<file path="src/rtl/deconv_col_feeder_pkg.sv">
`default_nettype none
// ============================================================================
//  Module   : deconv_feed_pkg
//  Purpose  : Shared definitions for the deconv column feeder: FSM state
//             encoding and the location/width of the count fields inside the
//             configuration registers.
//  Revision : 1.0  initial release
// ============================================================================
package deconv_feed_pkg;

    typedef enum logic [2:0] {
        ST_IDLE      = 3'd0,
        ST_FETCH_W   = 3'd1,
        ST_REPLAY    = 3'd2,
        ST_LOAD_IP   = 3'd3,
        ST_WAIT_CORE = 3'd4,
        ST_DONE      = 3'd5
    } feed_state_e;

    // Count fields (N_CH, N_COL) sit in the low half of each config register.
    localparam int CFG_CNT_LSB = 0;
    localparam int CFG_CNT_W   = 16;

endpackage
`default_nettype wire

</file>
<file path="src/rtl/deconv_col_feeder_if.sv">
`default_nettype none
// ============================================================================
//  Module   : deconv_col_feeder_if
//  Purpose  : Bundles the feeder's data-path signals: the two upstream
//             valid/ready column streams, the load bus towards the deconv
//             core, and the core's feedback requests.
//  Ports    : master - the column feeder (consumes streams, drives load bus)
//             slave  - the environment (upstream sources + deconv core)
//  Revision : 1.0  initial release
// ============================================================================
interface deconv_col_feeder_if #(
    parameter int PIX_WIDTH       = 8,
    parameter int SIZE_OF_WEIGHT  = 5,
    parameter int SIZE_OF_FEATURE = 2
);
    // upstream weight column stream
    logic [PIX_WIDTH*SIZE_OF_WEIGHT-1:0]  s_wght_data;
    logic                                 s_wght_valid;
    logic                                 s_wght_ready;
    // upstream feature column stream
    logic [PIX_WIDTH*SIZE_OF_FEATURE-1:0] s_feat_data;
    logic                                 s_feat_valid;
    logic                                 s_feat_ready;
    // load bus into the core
    logic [PIX_WIDTH*SIZE_OF_WEIGHT-1:0]  o_weight_col;
    logic [PIX_WIDTH*SIZE_OF_FEATURE-1:0] o_feature_map_col;
    logic                                 o_enable_loadw;
    logic                                 o_enable_loadip;
    // core feedback
    logic                                 i_en_prcs_new_wcoln;
    logic                                 i_en_prcs_new_chnl;
    logic                                 i_en_fifo_loop;

    modport master (
        input  s_wght_data, s_wght_valid,
        output s_wght_ready,
        input  s_feat_data, s_feat_valid,
        output s_feat_ready,
        output o_weight_col, o_feature_map_col, o_enable_loadw, o_enable_loadip,
        input  i_en_prcs_new_wcoln, i_en_prcs_new_chnl, i_en_fifo_loop
    );

    modport slave (
        output s_wght_data, s_wght_valid,
        input  s_wght_ready,
        output s_feat_data, s_feat_valid,
        input  s_feat_ready,
        input  o_weight_col, o_feature_map_col, o_enable_loadw, o_enable_loadip,
        output i_en_prcs_new_wcoln, i_en_prcs_new_chnl, i_en_fifo_loop
    );
endinterface
`default_nettype wire

</file>
<file path="src/rtl/deconv_col_feeder_wloop_buf.sv">
`default_nettype none
// ============================================================================
//  Module   : deconv_wloop_buf
//  Purpose  : Kernel loopback buffer. DEPTH x WIDTH register file with an
//             auto-incrementing write pointer and a wrapping read pointer.
//             Reads are non-destructive, so a cached kernel can be replayed
//             any number of times. Only the pointers are reset.
//  Ports    : i_clk, i_rst_n      clock, synchronous active-low reset
//             i_wr_en, i_wr_data  write i_wr_data at o_wr_ptr, advance pointer
//             i_wr_clr            return the write pointer to 0
//             i_rd_en             advance the read pointer (wraps to 0)
//             o_wr_ptr, o_rd_ptr  current pointers
//             o_rd_data           entry at o_rd_ptr (combinational read)
//  Revision : 1.0  initial release
// ============================================================================
module deconv_wloop_buf #(
    parameter  int DEPTH = 5,
    parameter  int WIDTH = 40,
    localparam int PTR_W = (DEPTH > 1) ? $clog2(DEPTH) : 1
) (
    input  logic             i_clk,
    input  logic             i_rst_n,
    input  logic             i_wr_en,
    input  logic             i_wr_clr,
    input  logic [WIDTH-1:0] i_wr_data,
    input  logic             i_rd_en,
    output logic [PTR_W-1:0] o_wr_ptr,
    output logic [PTR_W-1:0] o_rd_ptr,
    output logic [WIDTH-1:0] o_rd_data
);
    localparam logic [PTR_W-1:0] PTR_LAST = PTR_W'(DEPTH - 1);
    localparam logic [PTR_W-1:0] PTR_ONE  = PTR_W'(1);

    logic [WIDTH-1:0] mem_q [DEPTH];
    logic [PTR_W-1:0] wr_ptr_q, wr_ptr_d;
    logic [PTR_W-1:0] rd_ptr_q, rd_ptr_d;

    always_comb begin
        wr_ptr_d = wr_ptr_q;
        if (i_wr_clr) begin
            wr_ptr_d = '0;
        end else if (i_wr_en) begin
            wr_ptr_d = (wr_ptr_q == PTR_LAST) ? '0 : wr_ptr_q + PTR_ONE;
        end

        rd_ptr_d = rd_ptr_q;
        if (i_rd_en) begin
            rd_ptr_d = (rd_ptr_q == PTR_LAST) ? '0 : rd_ptr_q + PTR_ONE;
        end
    end

    always_ff @(posedge i_clk) begin
        if (!i_rst_n) begin
            wr_ptr_q <= '0;
            rd_ptr_q <= '0;
        end else begin
            wr_ptr_q <= wr_ptr_d;
            rd_ptr_q <= rd_ptr_d;
        end
    end

    // Storage carries no reset: contents are always rewritten before replay.
    always_ff @(posedge i_clk) begin
        if (i_wr_en) begin
            mem_q[wr_ptr_q] <= i_wr_data;
        end
    end

    assign o_wr_ptr  = wr_ptr_q;
    assign o_rd_ptr  = rd_ptr_q;
    assign o_rd_data = mem_q[rd_ptr_q];

endmodule
`default_nettype wire

</file>
<file path="src/rtl/deconv_col_feeder.sv">
`default_nettype none
// ============================================================================
//  Module   : deconv_col_feeder
//  Purpose  : Transmit side of the deconv column-load interface. Pulls weight
//             and feature-map columns from upstream streams and issues them
//             to the deconv core with one-cycle load strobes, reacting to the
//             core's column / channel / loopback requests. The kernel of the
//             current channel is cached so loopback replays need no refetch.
//  Ports    : i_clk, i_rst_n        clock, synchronous active-low reset
//             i_start               pulse: latch config and start a job
//             i_param_cfg_feature   [15:0] feature columns per channel
//             i_param_cfg_weight    [15:0] channel count
//             bus (master)          upstream streams, core load bus, feedback
//             o_busy                job in progress
//             o_done                one-cycle pulse at job end
//  Revision : 1.0  initial release
// ============================================================================
module deconv_col_feeder
    import deconv_feed_pkg::*;
#(
    parameter int SIZE_OF_WEIGHT  = 5,
    parameter int SIZE_OF_FEATURE = 2,
    parameter int PIX_WIDTH       = 8,
    parameter int REG_WIDTH       = 32
) (
    input  logic                 i_clk,
    input  logic                 i_rst_n,
    input  logic                 i_start,
    input  logic [REG_WIDTH-1:0] i_param_cfg_feature,
    input  logic [REG_WIDTH-1:0] i_param_cfg_weight,
    deconv_col_feeder_if.master  bus,
    output logic                 o_busy,
    output logic                 o_done
);
    localparam int WCOL_W = PIX_WIDTH * SIZE_OF_WEIGHT;
    localparam int FCOL_W = PIX_WIDTH * SIZE_OF_FEATURE;
    localparam int PTR_W  = (SIZE_OF_WEIGHT > 1) ? $clog2(SIZE_OF_WEIGHT) : 1;

    localparam logic [PTR_W-1:0]     PTR_LAST = PTR_W'(SIZE_OF_WEIGHT - 1);
    localparam logic [CFG_CNT_W-1:0] CNT_ONE  = CFG_CNT_W'(1);

    // ---------------------------------------------------------------- config
    logic [CFG_CNT_W-1:0] w_cfg_n_ch;
    logic [CFG_CNT_W-1:0] w_cfg_n_col;
    logic                 unused_cfg_bits;

    assign w_cfg_n_ch      = i_param_cfg_weight[CFG_CNT_LSB +: CFG_CNT_W];
    assign w_cfg_n_col     = i_param_cfg_feature[CFG_CNT_LSB +: CFG_CNT_W];
    assign unused_cfg_bits = ^{i_param_cfg_weight[REG_WIDTH-1:CFG_CNT_W],
                               i_param_cfg_feature[REG_WIDTH-1:CFG_CNT_W]};

    // ------------------------------------------------------------- state
    feed_state_e          state_q,   state_d;
    logic [CFG_CNT_W-1:0] n_ch_q,    n_ch_d;
    logic [CFG_CNT_W-1:0] n_col_q,   n_col_d;
    logic [CFG_CNT_W-1:0] ch_cnt_q,  ch_cnt_d;
    logic [CFG_CNT_W-1:0] col_cnt_q, col_cnt_d;
    logic [WCOL_W-1:0]    wcol_q,    wcol_d;
    logic [FCOL_W-1:0]    fcol_q,    fcol_d;
    logic                 loadw_q,   loadw_d;
    logic                 loadip_q,  loadip_d;
    logic                 wready_q,  wready_d;
    logic                 fready_q,  fready_d;
    logic                 busy_q,    busy_d;
    logic                 done_q,    done_d;

    // ----------------------------------------------------- loopback buffer
    logic              w_buf_wr_en;
    logic              w_buf_wr_clr;
    logic              w_buf_rd_en;
    logic [PTR_W-1:0]  w_buf_wr_ptr;
    logic [PTR_W-1:0]  w_buf_rd_ptr;
    logic [WCOL_W-1:0] w_buf_rd_data;

    deconv_wloop_buf #(
        .DEPTH (SIZE_OF_WEIGHT),
        .WIDTH (WCOL_W)
    ) u_wloop_buf (
        .i_clk     (i_clk),
        .i_rst_n   (i_rst_n),
        .i_wr_en   (w_buf_wr_en),
        .i_wr_clr  (w_buf_wr_clr),
        .i_wr_data (bus.s_wght_data),
        .i_rd_en   (w_buf_rd_en),
        .o_wr_ptr  (w_buf_wr_ptr),
        .o_rd_ptr  (w_buf_rd_ptr),
        .o_rd_data (w_buf_rd_data)
    );

    // Ready is registered, so a handshake is valid & the ready we present.
    logic w_wght_accept;
    logic w_feat_accept;
    logic w_last_col;

    assign w_wght_accept = bus.s_wght_valid & wready_q;
    assign w_feat_accept = bus.s_feat_valid & fready_q;
    assign w_last_col    = (col_cnt_q == n_col_q - CNT_ONE);

    // ------------------------------------------------------- next state
    always_comb begin
        state_d      = state_q;
        n_ch_d       = n_ch_q;
        n_col_d      = n_col_q;
        ch_cnt_d     = ch_cnt_q;
        col_cnt_d    = col_cnt_q;
        wcol_d       = wcol_q;
        fcol_d       = fcol_q;
        loadw_d      = 1'b0;
        loadip_d     = 1'b0;
        w_buf_wr_en  = 1'b0;
        w_buf_wr_clr = 1'b0;
        w_buf_rd_en  = 1'b0;

        case (state_q)
            ST_IDLE: begin
                if (i_start) begin
                    n_ch_d       = w_cfg_n_ch;
                    n_col_d      = w_cfg_n_col;
                    ch_cnt_d     = '0;
                    col_cnt_d    = '0;
                    w_buf_wr_clr = 1'b1;
                    if (w_cfg_n_ch == '0 || w_cfg_n_col == '0) begin
                        state_d = ST_DONE;
                    end else begin
                        state_d = ST_FETCH_W;
                    end
                end
            end

            ST_FETCH_W: begin
                if (w_wght_accept) begin
                    w_buf_wr_en = 1'b1;
                    wcol_d      = bus.s_wght_data;
                    loadw_d     = 1'b1;
                    if (w_buf_wr_ptr == PTR_LAST) begin
                        state_d = ST_LOAD_IP;
                    end
                end
            end

            ST_REPLAY: begin
                w_buf_rd_en = 1'b1;
                wcol_d      = w_buf_rd_data;
                loadw_d     = 1'b1;
                if (w_buf_rd_ptr == PTR_LAST) begin
                    state_d = ST_WAIT_CORE;
                end
            end

            ST_LOAD_IP: begin
                if (w_feat_accept) begin
                    fcol_d   = bus.s_feat_data;
                    loadip_d = 1'b1;
                    state_d  = ST_WAIT_CORE;
                end
            end

            ST_WAIT_CORE: begin
                // One request per cycle; channel advance beats loopback,
                // which beats a plain column advance.
                if (bus.i_en_prcs_new_chnl || (bus.i_en_prcs_new_wcoln && w_last_col)) begin
                    col_cnt_d = '0;
                    ch_cnt_d  = ch_cnt_q + CNT_ONE;
                    if (ch_cnt_q == n_ch_q - CNT_ONE) begin
                        state_d = ST_DONE;
                    end else begin
                        w_buf_wr_clr = 1'b1;
                        state_d      = ST_FETCH_W;
                    end
                end else if (bus.i_en_fifo_loop) begin
                    state_d = ST_REPLAY;
                end else if (bus.i_en_prcs_new_wcoln) begin
                    col_cnt_d = col_cnt_q + CNT_ONE;
                    state_d   = ST_LOAD_IP;
                end
            end

            ST_DONE: begin
                state_d = ST_IDLE;
            end

            default: begin
                state_d = ST_IDLE;
            end
        endcase

        // Ready follows the upcoming state so it drops right after the last
        // required accept and never admits a surplus beat.
        wready_d = (state_d == ST_FETCH_W);
        fready_d = (state_d == ST_LOAD_IP);
        busy_d   = (state_q != ST_IDLE) && (state_q != ST_DONE);
        done_d   = (state_q == ST_DONE);
    end

    // ---------------------------------------------------------- registers
    always_ff @(posedge i_clk) begin
        if (!i_rst_n) begin
            state_q   <= ST_IDLE;
            n_ch_q    <= '0;
            n_col_q   <= '0;
            ch_cnt_q  <= '0;
            col_cnt_q <= '0;
            wcol_q    <= '0;
            fcol_q    <= '0;
            loadw_q   <= 1'b0;
            loadip_q  <= 1'b0;
            wready_q  <= 1'b0;
            fready_q  <= 1'b0;
            busy_q    <= 1'b0;
            done_q    <= 1'b0;
        end else begin
            state_q   <= state_d;
            n_ch_q    <= n_ch_d;
            n_col_q   <= n_col_d;
            ch_cnt_q  <= ch_cnt_d;
            col_cnt_q <= col_cnt_d;
            wcol_q    <= wcol_d;
            fcol_q    <= fcol_d;
            loadw_q   <= loadw_d;
            loadip_q  <= loadip_d;
            wready_q  <= wready_d;
            fready_q  <= fready_d;
            busy_q    <= busy_d;
            done_q    <= done_d;
        end
    end

    // ------------------------------------------------------------ outputs
    assign bus.s_wght_ready      = wready_q;
    assign bus.s_feat_ready      = fready_q;
    assign bus.o_weight_col      = wcol_q;
    assign bus.o_feature_map_col = fcol_q;
    assign bus.o_enable_loadw    = loadw_q;
    assign bus.o_enable_loadip   = loadip_q;
    assign o_busy                = busy_q;
    assign o_done                = done_q;

endmodule
`default_nettype wire

</file>
<file path="src/flat_wrapper.sv">
// flat-port wrapper written by rule: the top's interface ports become plain ports
module deconv_col_feeder_flat import deconv_feed_pkg::*;
#(
    parameter int SIZE_OF_WEIGHT  = 5,
    parameter int SIZE_OF_FEATURE = 2,
    parameter int PIX_WIDTH       = 8,
    parameter int REG_WIDTH       = 32
)
  (i_clk, i_rst_n, i_start, i_param_cfg_feature, i_param_cfg_weight, o_busy, o_done, bus_s_wght_data, bus_s_wght_valid, bus_s_wght_ready, bus_s_feat_data, bus_s_feat_valid, bus_s_feat_ready, bus_o_weight_col, bus_o_feature_map_col, bus_o_enable_loadw, bus_o_enable_loadip, bus_i_en_prcs_new_wcoln, bus_i_en_prcs_new_chnl, bus_i_en_fifo_loop);
  deconv_col_feeder_if #(.PIX_WIDTH(PIX_WIDTH), .SIZE_OF_WEIGHT(SIZE_OF_WEIGHT), .SIZE_OF_FEATURE(SIZE_OF_FEATURE)) bus_i ();
  input  logic i_clk;
  input  logic i_rst_n;
  input  logic i_start;
  input  logic [REG_WIDTH-1:0] i_param_cfg_feature;
  input  logic [REG_WIDTH-1:0] i_param_cfg_weight;
  output logic o_busy;
  output logic o_done;
  input wire logic [$bits(bus_i.s_wght_data)-1:0] bus_s_wght_data;
  input wire logic [$bits(bus_i.s_wght_valid)-1:0] bus_s_wght_valid;
  output wire logic [$bits(bus_i.s_wght_ready)-1:0] bus_s_wght_ready;
  input wire logic [$bits(bus_i.s_feat_data)-1:0] bus_s_feat_data;
  input wire logic [$bits(bus_i.s_feat_valid)-1:0] bus_s_feat_valid;
  output wire logic [$bits(bus_i.s_feat_ready)-1:0] bus_s_feat_ready;
  output wire logic [$bits(bus_i.o_weight_col)-1:0] bus_o_weight_col;
  output wire logic [$bits(bus_i.o_feature_map_col)-1:0] bus_o_feature_map_col;
  output wire logic [$bits(bus_i.o_enable_loadw)-1:0] bus_o_enable_loadw;
  output wire logic [$bits(bus_i.o_enable_loadip)-1:0] bus_o_enable_loadip;
  input wire logic [$bits(bus_i.i_en_prcs_new_wcoln)-1:0] bus_i_en_prcs_new_wcoln;
  input wire logic [$bits(bus_i.i_en_prcs_new_chnl)-1:0] bus_i_en_prcs_new_chnl;
  input wire logic [$bits(bus_i.i_en_fifo_loop)-1:0] bus_i_en_fifo_loop;
  assign bus_i.s_wght_data = bus_s_wght_data;
  assign bus_i.s_wght_valid = bus_s_wght_valid;
  assign bus_s_wght_ready = bus_i.s_wght_ready;
  assign bus_i.s_feat_data = bus_s_feat_data;
  assign bus_i.s_feat_valid = bus_s_feat_valid;
  assign bus_s_feat_ready = bus_i.s_feat_ready;
  assign bus_o_weight_col = bus_i.o_weight_col;
  assign bus_o_feature_map_col = bus_i.o_feature_map_col;
  assign bus_o_enable_loadw = bus_i.o_enable_loadw;
  assign bus_o_enable_loadip = bus_i.o_enable_loadip;
  assign bus_i.i_en_prcs_new_wcoln = bus_i_en_prcs_new_wcoln;
  assign bus_i.i_en_prcs_new_chnl = bus_i_en_prcs_new_chnl;
  assign bus_i.i_en_fifo_loop = bus_i_en_fifo_loop;
  deconv_col_feeder #(.SIZE_OF_WEIGHT(SIZE_OF_WEIGHT), .SIZE_OF_FEATURE(SIZE_OF_FEATURE), .PIX_WIDTH(PIX_WIDTH), .REG_WIDTH(REG_WIDTH)) u_core (.i_clk(i_clk), .i_rst_n(i_rst_n), .i_start(i_start), .i_param_cfg_feature(i_param_cfg_feature), .i_param_cfg_weight(i_param_cfg_weight), .bus(bus_i), .o_busy(o_busy), .o_done(o_done));
endmodule
</file>
<file path="config.mk">
export PLATFORM = sky130hd
export DESIGN_NAME = deconv_col_feeder_flat
export DESIGN_NICKNAME = d
export VERILOG_FILES = /design/src/rtl/deconv_col_feeder_pkg.sv /design/src/rtl/deconv_col_feeder_if.sv /design/src/rtl/deconv_col_feeder_wloop_buf.sv /design/src/rtl/deconv_col_feeder.sv /design/src/flat_wrapper.sv
export SDC_FILE = /design/constraint.sdc
export NUM_CORES = 1
export LEC_CHECK = 0
export CELL_PAD_IN_SITES_DETAIL_PLACEMENT = 1
export CELL_PAD_IN_SITES_GLOBAL_PLACEMENT = 1
export CORE_MARGIN = 3
export CORE_UTILIZATION = 55
export CTS_CLUSTER_DIAMETER = 100
export DETAILED_ROUTE_END_ITERATION = 8
export DONT_BUFFER_PORTS = 1
export GPL_ROUTABILITY_DRIVEN = 0
export HOLD_SLACK_MARGIN = 0.02
export PLACE_DENSITY = 0.84
export SLEW_MARGIN = 0
export SYNTH_ARGS = -nofsm -noshare
export SYNTH_HDL_FRONTEND = slang
export SYNTH_SLANG_ARGS = --single-unit
</file>
<file path="constraint.sdc">
create_clock -name i_clk -period 18.7 [get_ports i_clk]
set_clock_uncertainty 0.15 [all_clocks]
set_input_delay 2.805 -clock i_clk [delete_from_list [all_inputs] [get_ports i_clk]]
set_output_delay 2.805 -clock i_clk [all_outputs]
set_load 0.02 [all_outputs]
</file>
==> impl_metrics.yaml, run 1 <==
outcome:
  status: "finished clean"
synthesis:
  synth_ff_type: "edfxtp_1"
  syn_area_per_cell_sq_um: 11.8
  synthArstFlopShare_pct: 0
  syn_inst: 1241
  seq_area_frac_synth_pct: 60.1
  yosys_register_bits: 338
  syn_nets: 1377
  syn_area_sq_mm: 0.0146
  ys_types: 61
  synth_warnings: 0
  synth_edf_count: 200
power_and_ir_drop:
  switching_share_pct: 21.7
  p_seq_share_pct: 51.5
  p_per_area_mw_per_mm2: 98.3
  p_clk_share_pct: 44.0
  ir_drop_mv: 0.0839
  p_int_uw: 1240
  leakagePower_uw: 0.00537
  p_comb_share_pct: 4.6
  p_sw_uw: 343
global_route:
  gr-total-overflow: 0
  grt_use_total_pct: 26.2
  antenna_found_initial: 0
  grt_pass1_wl_um: 59200
  grt_pass1_vias: 10800
  grt_max_degree: 108
floorplanning:
  initial_core_util_pct: 57.0
  core_area_sq_mm: 0.0256
  die_h_um: 169
  fp.dieArea_sq_mm: 0.0285
  ios: 190
  rows: 58
  die_x_um: 169
worst_setup_path:
  path_buf_inv: 0
  crit_chain: "o211ai_1 -> a211oi_1 -> o2111ai_1 -> nor4_2 -> o21bai_2 -> or4_1 -> a21oi_1"
  slowest_stage: "or4_1"
  crit_family: "compound AO/OA/AOI/OAI gates"
  cp.required_ns: 18.97
  crit_type: "input port to flop"
  cp-start-kind: "input port"
  endpoint_kind: "flop"
  arrival_ns: 5.17
  cp_max_fo: 16
  slowest_delay_ns: 0.58
routing:
  drt_iter0_markers: 775
  drc: 0
  top_layer: "met4"
  met2_length_um: 18800
  viasPerCell: 6.28
  wl_met3_um: 2400
  vias: 9944
  drtPass1Iterations: 5
  wl_per_cell_um: 23.5
  ant_nets: 0
  wl_met1_um: 15200
  wirelength_um: 37200
finish:
  areaGrowthSynthToFinish_pct: 10.1
  final_common_cell: "nand2_1"
  final_cell_mix: "nand2_1, edfxtp_1, dfxtp_1"
  drive_gt1_share_pct: 11.0
  final_util_pct: 62.7
  n_antenna_cell: 0
  nets: 1362
sta:
  slew-limit-headroom_pct: 21.6
  min_period_ns: 4.90
  tightest_slew_ns: 1.17
  timing.fmax_mhz: 204
  setup_viol: 0
  tns_ns: 0
  period_share_pct: 26.2
  hold_violations: 0
  fin_ws_ns: 13.80
  maxSlewViolCount: 0
  rsz0062_at_grt: "no"
  whs_ns: 0.338
clock_network:
  cts.sinks: 338
  hold_buffers: 0
  clockBufferDepth: 3
  clk_latency_ns: 0.51
  cts_tree: "built"
  clk_pin_slew_worst_paths_ns: 0.07
  htreeDepth: 2
  cts_resized: 0
  tritoncts.num_buffers: 36
  cts_setup_buffers: 0
  cts-root-buf: "clkbuf_16"
job:
  drv_cap: 0
place:
  portBuffers: 0
  preCtsSetupSlack_ns: 13.38
  dp_hpwl_um: 23500
hold_path:
  hold_path.class: "flop to flop"
cells by family after synthesis:
group           count (synthesis)  synth area share [%]
fa+ha+maj                       8                 0.686
mux                            86                  9.33
simple gates                  529                  17.3
xor+xnor                       46                  2.86
buf+inv                        88                  2.44
compound gates                146                  7.32
flops                         338                  60.1
worst register-to-register path: stages, from the launching register on:
cell	delay [ns]
dfxtp_1	0.38
nor4_1	0.72
nand4_1	0.36
mux2i_1	0.37
nor2_1	0.11
nor4_2	0.62
o21bai_2	0.38
or4_1	0.58
a21oi_1	0.15
final timing paths:
path,startpoint,endpoint,slack (ns),cells after the start
max,bus_i_en_prcs_new_wcoln,u_core.col_cnt_q[11],13.80,7
min,u_core.n_ch_q[15],u_core.n_ch_q[15],0.34,2
max reg2reg,u_core.n_col_q[2],u_core.col_cnt_q[11],14.79,8
min reg2reg,u_core.n_ch_q[15],u_core.n_ch_q[15],0.34,2
layer usage:
layer / track usage, % / vias to the layer above
li1: - / 4507
met1: 33.9 / 5083
met2: 45.4 / 292
met3: 5.51 / 62
met4: 6.87 / 0
met5: 0 / -
sequential cells by signal, summed over array words and instances (netlist names), 3 cells and up, named ones only:
name / count
u_core.ch_cnt_q: 16
u_core.n_ch_q: 16
u_core.col_cnt_q: 16
u_core.u_wloop_buf.o_wr_ptr: 3
u_core.bus.o_weight_col: 40
u_core.state_q: 3
u_core.n_col_q: 16
u_core.u_wloop_buf.o_rd_ptr: 3
u_core.u_wloop_buf.mem_q: 200
u_core.bus.o_feature_map_col: 16
area by class of cell:
cell class                      count  area (sq um)
Timing Repair Buffer               17           128
Inverter                           18          67.6
Tap cell                          330           413
Clock inverter                     15           145
Clock buffer                       50          1010
Sequential cell                   338          8770
Fill cell                        2565          9560
Multi-Input combinational cell    815          5520
per-stage QoR:
stage	total power (uW)	instance area, sq um	instances
floorplan	883	14600	1241
global placement	895	14900	1518
detailed placement	899	14900	1518
CTS	1590	16100	1583
global route	1640	16100	1583
finish	1580	16100	1583
synthesized netlist by cell type (7+ instances only):
cell      number  area share, %
or3_1         11           0.47
a21oi_1       17           0.58
edfxtp_1     200             41
a31oi_1        7           0.30
nand4_1       23           0.99
inv_1         18           0.46
xnor2_1       30            1.8
nor3_1        16           0.55
a21boi_0      51            2.6
nor4_1        17           0.73
nand2_1      262            6.7
or4_1          9           0.46
o21ai_0       21           0.72
and3_1        46            2.0
buf_1         10           0.26
and2_1         7           0.30
a211oi_2       7           0.60
nand3_1       54            1.9
xor2_1        15           0.90
mux4_2        40            6.2
clkbuf_1      55            1.4
nor2_1        49            1.3
o31ai_1        7           0.36
ha_1           8           0.69
mux2i_1       46            3.2
dfxtp_1      138             19
power groups by stage:
stage	registers, uW	clock network (uW)	logic [uW]
finish	813	695	71.9
global route	814	742	80.5
floorplan	824	0	59.1
detailed placement	829	0	70.4
global placement	828	0	66.4
CTS	813	707	71.9
(Power assumes the default switching activity.)
==> run 2: changes to the inputs <==
CORE_UTILIZATION = 46   (was 55)
PLACE_DENSITY = 0.75   (was 0.84)
clock period = 4.2 ns   (was 18.7 ns; I/O delays follow)
==> impl_metrics.yaml, run 2 (synthesis gave the netlist of run 1 again) <==
outcome:
  status: "finished clean"
finish:
  nets: 1362
  final_util_pct: 52.6
  fill_cells: 3182
  largest_register_ffs: 200
  final_common_cell: "nand2_1"
  stdcell_count: 1651
  final_cell_mix: "nand2_1, edfxtp_1, dfxtp_1"
  regMostFlops: "u_core.u_wloop_buf.mem_q"
  areaGrowthSynthToFinish_pct: 11.4
  n_antenna_cell: 0
  drive_gt1_share_pct: 11.3
routing:
  wl_per_cell_um: 21.7
  wirelength_um: 35900
  vias: 9550
  viasPerCell: 5.78
  ant_nets: 0
  drt_iter0_markers: 629
  drtPass1Iterations: 4
  drc: 0
sta:
  fin_ws_ns: 0.492
  setup_viol: 0
  tightest_slew_ns: 1.18
  min_period_ns: 3.71
  maxSlewViolCount: 0
  hold_violations: 0
  rsz0062_at_grt: "no"
  period_share_pct: 88.3
  slew-limit-headroom_pct: 21.0
  timing.fmax_mhz: 270
worst_setup_path:
  arrival_ns: 3.99
  path_buf_inv: 0
  cp_max_fo: 8
  cp-start-kind: "flop"
  slowest_delay_ns: 0.81
  slowest_stage: "or4_1"
  crit_family: "simple AND/OR/NAND/NOR gates"
  crit_type: "flop to flop"
  endpoint_kind: "flop"
  cp.required_ns: 4.49
  crit_chain: "nor4_1 -> nand4_1 -> mux2i_1 -> nor2_1 -> or4_1 -> a21oi_4 -> a211oi_2 -> nor4b_2"
power_and_ir_drop:
  p_per_area_mw_per_mm2: 443
  leakagePower_uw: 0.00542
  power.total_uw: 7210
  ir_drop_mv: 0.230
clock_network:
  htreeDepth: 2
  tritoncts.num_buffers: 37
  clk_pin_slew_worst_paths_ns: 0.06
  cts_resized: 0
  clk_latency_ns: 0.52
  cts-root-buf: "clkbuf_16"
  cts_tree: "built"
  cts.sinks: 338
  hold_buffers: 0
  cts_setup_buffers: 0
  clockBufferDepth: 3
global_route:
  grt_use_total_pct: 21.4
  grt_pass1_wl_um: 57600
  antenna_found_initial: 0
  grt_pass1_vias: 10200
  gr-total-overflow: 0
  grt_max_degree: 108
floorplanning:
  ios: 190
  core_area_sq_mm: 0.0309
  initial_core_util_pct: 47.2
  die_h_um: 184
  rows: 64
  fp.dieArea_sq_mm: 0.0339
  die_x_um: 184
place:
  dp_hpwl_um: 22800
  preCtsSetupSlack_ns: 0.527
  dp.cells: 1583
  portBuffers: 0
job:
  drv_cap: 0
hold_path:
  hold_path.class: "input port to flop"
run 2: worst paths after layout:
kind,slack [ns],endpoint,startpoint,depth (start not counted)
hold reg to reg,0.32,u_core.n_ch_q[15],u_core.n_ch_q[15],2
setup reg to reg,0.49,u_core.bus.s_wght_ready,u_core.n_col_q[2],8
setup / recovery,0.49,u_core.bus.s_wght_ready,u_core.n_col_q[2],8
hold / removal,0.04,u_core.u_wloop_buf.mem_q[4][35],bus_s_wght_data[35],0
run 2: area by class of cell:
cell class                 count  area [sq um]  area share, %
sequential                   338          8770           54.0
multi-input combinational    815          5530           34.0
clock buffer                  52          1130           6.93
tap                          396           495           3.05
timing repair buffer          16           133          0.816
clock inverter                16           131          0.808
inverter                      18          67.6          0.416
run 2: metal layers:
| layer | track usage [%] | part of all wire (%) | vias to the layer above |
|---|---|---|---|
| met5 | 0 | 0 | - |
| met4 | 4.57 | 1.8 | 0 |
| met3 | 4.01 | 5.1 | 46 |
| met2 | 35.7 | 49 | 196 |
| met1 | 29.5 | 45 | 4799 |
| li1 | - | - | 4509 |
run 2: per-stage QoR:
stage / instance area [sq um] / hold WS, ns / setup TNS (ns)
final: 16300 / 0.0442 / 0
after CTS: 16300 / 0.0243 / 0
after global routing: 16300 / 0.0214 / 0
after detailed placement: 15000 / 0.322 / 0
after global placement: 15000 / 0.320 / 0
after floorplan: 14600 / 0.306 / -126.41
run 2: report_power, final:
part	switching, uW	total (uW)	internal (uW)
combinational	183	312	130
clock	1330	3280	1950
sequential	64.4	3620	3550
total	1570	7210	5640
